--- src/rtl/dbi_bus_arbiter.sv ---
// Round-robin, burst-locking arbiter that shares one DBI-encoded link between N_REQ requesters.
// Optional saturating transfer/inversion counters when DBI_ARB_STATS_EN is defined.
module dbi_bus_arbiter #(
    parameter int bw        = 128,
    parameter int N_REQ     = 4,
    parameter int MAX_BURST = 4
) (
    input  logic                  clk,
    input  logic                  reset,
    input  logic                  dbi_en,
    input  logic [N_REQ-1:0]      req_valid,
    input  logic [N_REQ*bw-1:0]   req_data,
    output logic [N_REQ-1:0]      req_ready,
    output logic                  bus_valid,
    output logic [bw:0]           bus_data,
    input  logic                  bus_ready
`ifdef DBI_ARB_STATS_EN
    ,
    output logic [31:0]           stat_words,
    output logic [31:0]           stat_inv
`endif
);

    localparam int PW = $clog2(N_REQ);
    localparam int CW = $clog2(MAX_BURST + 1);
    localparam int TW = $clog2(bw + 1);

    typedef enum logic {
        IDLE,
        OWN
    } state_t;

    state_t          r_state;
    state_t          w_state_next;
    logic [PW-1:0]   r_rr_ptr;
    logic [PW-1:0]   w_rr_next;
    logic [PW-1:0]   r_owner;
    logic [PW-1:0]   w_owner_next;
    logic [CW-1:0]   r_burst_cnt;
    logic [CW-1:0]   w_burst_next;
    logic [CW-1:0]   w_burst_inc;
    logic            r_bus_valid;
    logic [bw:0]     r_bus_data;
    logic [bw-1:0]   r_prev_word;

    logic            w_can_load;
    logic            w_xfer;
    logic [PW-1:0]   w_grant;
    logic            w_grant_vld;
    logic [PW-1:0]   w_idle_grant;
    logic [PW-1:0]   w_scan_idx [N_REQ];
    logic [bw-1:0]   w_req_word [N_REQ];
    logic [N_REQ-1:0] w_req_ready;
    logic [bw-1:0]   w_sel_data;
    logic [bw-1:0]   w_diff;
    logic [TW-1:0]   w_pop;
    logic            w_inv;
    logic [bw-1:0]   w_drv_word;

    function automatic logic [PW-1:0] f_next_idx(input logic [PW-1:0] idx);
        if (idx == PW'(N_REQ - 1)) begin
            return '0;
        end
        return idx + 1'b1;
    endfunction

    genvar gi;
    generate
        for (gi = 0; gi < N_REQ; gi++) begin : g_req
            logic [PW:0] w_sum;
            // Position gi of the round-robin scan, starting at r_rr_ptr and wrapping at N_REQ.
            assign w_sum           = {1'b0, r_rr_ptr} + (PW + 1)'(gi);
            assign w_scan_idx[gi]  = (w_sum >= (PW + 1)'(N_REQ)) ? PW'(w_sum - (PW + 1)'(N_REQ))
                                                                   : PW'(w_sum);
            assign w_req_word[gi]  = req_data[gi*bw +: bw];
            assign w_req_ready[gi] = w_grant_vld & w_can_load & (w_grant == PW'(gi));
        end
    endgenerate

    // Lowest scan position wins, so iterate from the far end down.
    always_comb begin
        w_idle_grant = '0;
        for (int k = N_REQ - 1; k >= 0; k--) begin
            if (req_valid[w_scan_idx[k]]) begin
                w_idle_grant = w_scan_idx[k];
            end
        end
    end

    always_comb begin
        w_grant     = w_idle_grant;
        w_grant_vld = |req_valid;
        if (r_state == OWN) begin
            w_grant     = r_owner;
            w_grant_vld = req_valid[r_owner];
        end
    end

    assign w_can_load  = ~r_bus_valid | bus_ready;
    assign req_ready   = w_req_ready;
    assign w_xfer      = |(req_valid & w_req_ready);
    assign w_burst_inc = r_burst_cnt + CW'(1);

    always_comb begin
        w_state_next = r_state;
        w_rr_next    = r_rr_ptr;
        w_owner_next = r_owner;
        w_burst_next = r_burst_cnt;
        case (r_state)
            IDLE: begin
                if (w_xfer) begin
                    if (MAX_BURST > 1) begin
                        w_state_next = OWN;
                        w_owner_next = w_idle_grant;
                        w_burst_next = CW'(1);
                    end else begin
                        w_rr_next = f_next_idx(w_idle_grant);
                    end
                end
            end
            OWN: begin
                if (!req_valid[r_owner]) begin
                    w_state_next = IDLE;
                    w_rr_next    = f_next_idx(r_owner);
                    w_burst_next = '0;
                end else if (w_xfer) begin
                    w_burst_next = w_burst_inc;
                    if (w_burst_inc == CW'(MAX_BURST)) begin
                        w_state_next = IDLE;
                        w_rr_next    = f_next_idx(r_owner);
                        w_burst_next = '0;
                    end
                end
            end
            default: begin
                w_state_next = IDLE;
            end
        endcase
    end

    // Invert only when strictly more than half the lanes would toggle; a tie is sent as-is.
    always_comb begin
        w_sel_data = w_req_word[w_grant];
        w_diff     = w_sel_data ^ r_prev_word;
        w_pop      = '0;
        for (int b = 0; b < bw; b++) begin
            w_pop = w_pop + TW'(w_diff[b]);
        end
        w_inv      = dbi_en & (w_pop > TW'(bw / 2));
        w_drv_word = w_inv ? ~w_sel_data : w_sel_data;
    end

    always_ff @(posedge clk) begin
        if (reset) begin
            r_state     <= IDLE;
            r_rr_ptr    <= '0;
            r_owner     <= '0;
            r_burst_cnt <= '0;
            r_bus_valid <= 1'b0;
            r_bus_data  <= '0;
            r_prev_word <= '0;
        end else begin
            r_state     <= w_state_next;
            r_rr_ptr    <= w_rr_next;
            r_owner     <= w_owner_next;
            r_burst_cnt <= w_burst_next;
            if (w_xfer) begin
                r_bus_valid <= 1'b1;
                r_bus_data  <= {w_inv, w_drv_word};
                r_prev_word <= w_drv_word;
            end else if (bus_ready) begin
                r_bus_valid <= 1'b0;
            end
        end
    end

    assign bus_valid = r_bus_valid;
    assign bus_data  = r_bus_data;

`ifdef DBI_ARB_STATS_EN
    logic [31:0] r_stat_words;
    logic [31:0] r_stat_inv;

    always_ff @(posedge clk) begin
        if (reset) begin
            r_stat_words <= '0;
            r_stat_inv   <= '0;
        end else if (w_xfer) begin
            if (r_stat_words != '1) begin
                r_stat_words <= r_stat_words + 32'd1;
            end
            if (w_inv && (r_stat_inv != '1)) begin
                r_stat_inv <= r_stat_inv + 32'd1;
            end
        end
    end

    assign stat_words = r_stat_words;
    assign stat_inv   = r_stat_inv;
`endif

endmodule
--- config.mk ---
export PLATFORM = sky130hd
export DESIGN_NAME = dbi_bus_arbiter
export DESIGN_NICKNAME = d
export VERILOG_FILES = /design/src/rtl/dbi_bus_arbiter.sv
export SDC_FILE = /design/constraint.sdc
export NUM_CORES = 1
export LEC_CHECK = 0
export ABC_AREA = 0
export ABC_CLOCK_PERIOD_IN_PS = 14900
export BUFFER_PORTS_ARGS = -buffer_cell sky130_fd_sc_hd__buf_4
export CAP_MARGIN = 30
export CORE_AREA = 4 4 250 252
export DETAILED_ROUTE_END_ITERATION = 6
export DIE_AREA = 0 0 254 256
export HOLD_SLACK_MARGIN = 0.05
export PLACE_DENSITY = 0.5
export SYNTH_ARGS = -nofsm -noshare
export SYNTH_HDL_FRONTEND = slang
export SYNTH_SLANG_ARGS = --single-unit
--- constraint.sdc ---
create_clock -name clk -period 14.9 [get_ports clk]
set_input_delay 4.47 -clock clk [delete_from_list [all_inputs] [get_ports clk]]
set_output_delay 4.47 -clock clk [all_outputs]
set_load 0.005 [all_outputs]
==> impl_metrics.toml <==
[outcome]
outcome = "finished clean"

[timing]
finalSetupTns_ns = 0
rsz0062_at_grt = "false"
finalHoldViolCount = 0
slew_headroom = 0.446
fin_crit_ns = 14.19
setup_viol_count_final = 0
fmax_mhz = 70.5
timing.final.crit_share = 0.952
worst_slew_pin_slew_ns = 0.830
drv_slew = 0
fin_worst_skew_ns = 0.00865

[synthesis]
synthCells = 1451
seq_area_frac_synth = 0.193
synth_cell_types = 44
synth-edff-count = 0
ys.flop_type = "dfxtp_1"
synth_area_leader_cell = "dfxtp_1"
syn-num-nets = 2114
synth_most_common_cell = "mux2i_1"
synth.area.top_cells = "dfxtp_1 (19%), mux2i_1 (18%), fa_1 (16%), xor2_1 (12%), mux2_2 (10%)"
synth_warnings = 0
syn_area_um2 = 14300
synth_common_cells = "mux2i_1 (259), xor2_1 (188), dfxtp_1 (138)"
synth_seq_cells = 138
syn_avg_cell_area_um2 = 9.85
async_reset_ff_frac = 0
synth_top_area_share = 0.193

[worst_setup_path]
crit_type = "in2reg"
cp-start-kind = "input port"
worstPathRequired_ns = 15.22
crit_top_cell = "fa_1"
crit_family = "adder cells"
critPathBufInv = 9
slowest_stage = "fa_1"
cpPeakStageDelay_ns = 0.60
crit_fanout = 44
endpoint_kind = "flip-flop"
cp.arrival_ns = 14.51

[floorplan]
die_w_um = 254
fp-row-count = 90
start_util = 0.238
core_um2 = 60100
io-pin-count = 654
chipHeight_um = 256
die-area_um2 = 65000

[clocking]
cts_buffer_depth = 2
clkTransAtPathRegs_ns = 0.06
htreeDepth = 4
cts_resized = 0
cts-root-buf = "clkbuf_16"
ctsHoldBuffers = 0
cts_tree = "built"
cts_setup_buffers = 0
clkLatencyLatePin_ns = 0.47
numCtsBuffers = 17
cts_sinks = 138

[global_routing]
grt_pass1_wl_mm = 82.6
grt_pass1_vias = 13460
grt_use_total = 0.169
grt_overflow = 0
grt_max_degree = 68
antenna_found_initial = 0

[route]
dr.pass1.iters = 4
num_vias = 12296
drt-total-wl_mm = 56.1
drt_iter0_markers = 337
ant_nets = 0
remaining_drc_errors = 0
wl_per_cell_um = 19.6
viasPerCell = 4.29

[final_layout]
diodes = 0
nets = 2736
regArea_um2 = 2760
multiInputGateArea_um2 = 10600
drive_gt1_frac = 0.412
syn_to_final_growth_pct = 44.3
n_fill_cell = 6188

[job]
drv_cap = 0

[place]
gp_congestion = 0.843
port_buffers = 653
post-dp-hpwl_mm = 47.8

[worst_hold_path]
hold_class = "reg2reg"
==> routing by layer <==
metal  wire (µm)  vias up  global-route usage
met5           0        -                   0
met4        1300        0              0.0532
met3        3400       53              0.0396
met2       28200      399               0.302
met1       23200     5752               0.199
li1            -     6092                   -
==> cell usage in the layout (no fill, tap or decap), types with 6 or more instances in the layout <==
master     netlist  layout
ha_1            28      28
nand3_1          6       6
fa_1           115     115
buf_12           0       8
inv_1           95      95
nand2_1        136     136
clkbuf_16        0      17
buf_4            9     683
a21oi_1         14      14
nor2_1          14      13
mux2_2         129     128
xor2_1         188     188
dfxtp_1        138     138
o21ai_1        128     128
mux2i_1        259     259
xnor2_1         70      70
==> final cells by class <==
type / count / area share
clock buffer: 17 / 0.0206
clock inverter: 15 / 0.00807
inverter: 95 / 0.0173
multi-input combinational: 1130 / 0.516
sequential: 138 / 0.134
tap: 782 / 0.0475
timing repair buffer: 691 / 0.256
==> worst register-to-register path, delay by kind of cell, from the launching register on <==
family,cells,cell delay [ns]
flip-flops,1,0.46
AND/OR/NAND/NOR,3,0.33
multiplexers,3,0.74
adder cells (fa/ha/maj),12,5.66
buffers and inverters,7,1.70
XOR/XNOR,2,0.42
AO/OA/AOI/OAI,5,1.14
==> registers in the layout (all words and copies together) (netlist names) <==
| signal | flops |
|---|---|
| r_owner | 2 |
| r_state | 1 |
| bus_data | 129 |
| bus_valid | 1 |
| r_rr_ptr | 2 |
| r_burst_cnt | 3 |
==> path summary, 6_finish.rpt <==
kind                                    from             to  slack [ns]  cells after the start
worst max-delay path            req_valid[3]  bus_data[115]        0.71                     33
worst min-delay path            bus_data[46]   bus_data[46]        0.47                      2
worst max register to register   r_rr_ptr[1]  bus_data[115]        4.31                     32
worst min register to register  bus_data[46]   bus_data[46]        0.47                      2
==> kinds of logic (layout without fill, tap and decap cells) <==
| group | Yosys count | count (layout) | synth area share |
|---|---|---|---|
| multiplexers | 389 | 389 | 0.285 |
| XOR/XNOR | 258 | 258 | 0.158 |
| buffers and inverters | 183 | 818 | 0.0659 |
| AND/OR/NAND/NOR | 176 | 176 | 0.0505 |
| AO/OA/AOI/OAI | 164 | 164 | 0.0617 |
| adder cells (fa/ha/maj) | 143 | 143 | 0.186 |
| flip-flops | 138 | 138 | 0.193 |
==> per-stage QoR <==
stage	hold slack, ns	setup slack (ns)	instances	utilization	instance area [µm²]
after floorplan	0.445	1.43	1451	-	14300
after global placement	0.461	0.350	2836	0.333	20000
after detailed placement	0.466	0.228	2836	0.333	20000
after CTS	0.474	0.732	2868	0.343	20600
after global routing	0.497	0.356	2868	0.343	20600
final	0.471	0.712	2868	0.343	20600
Power is not shown: default switching activity piles up to over one toggle a cycle in this logic, so the estimate is an artifact.
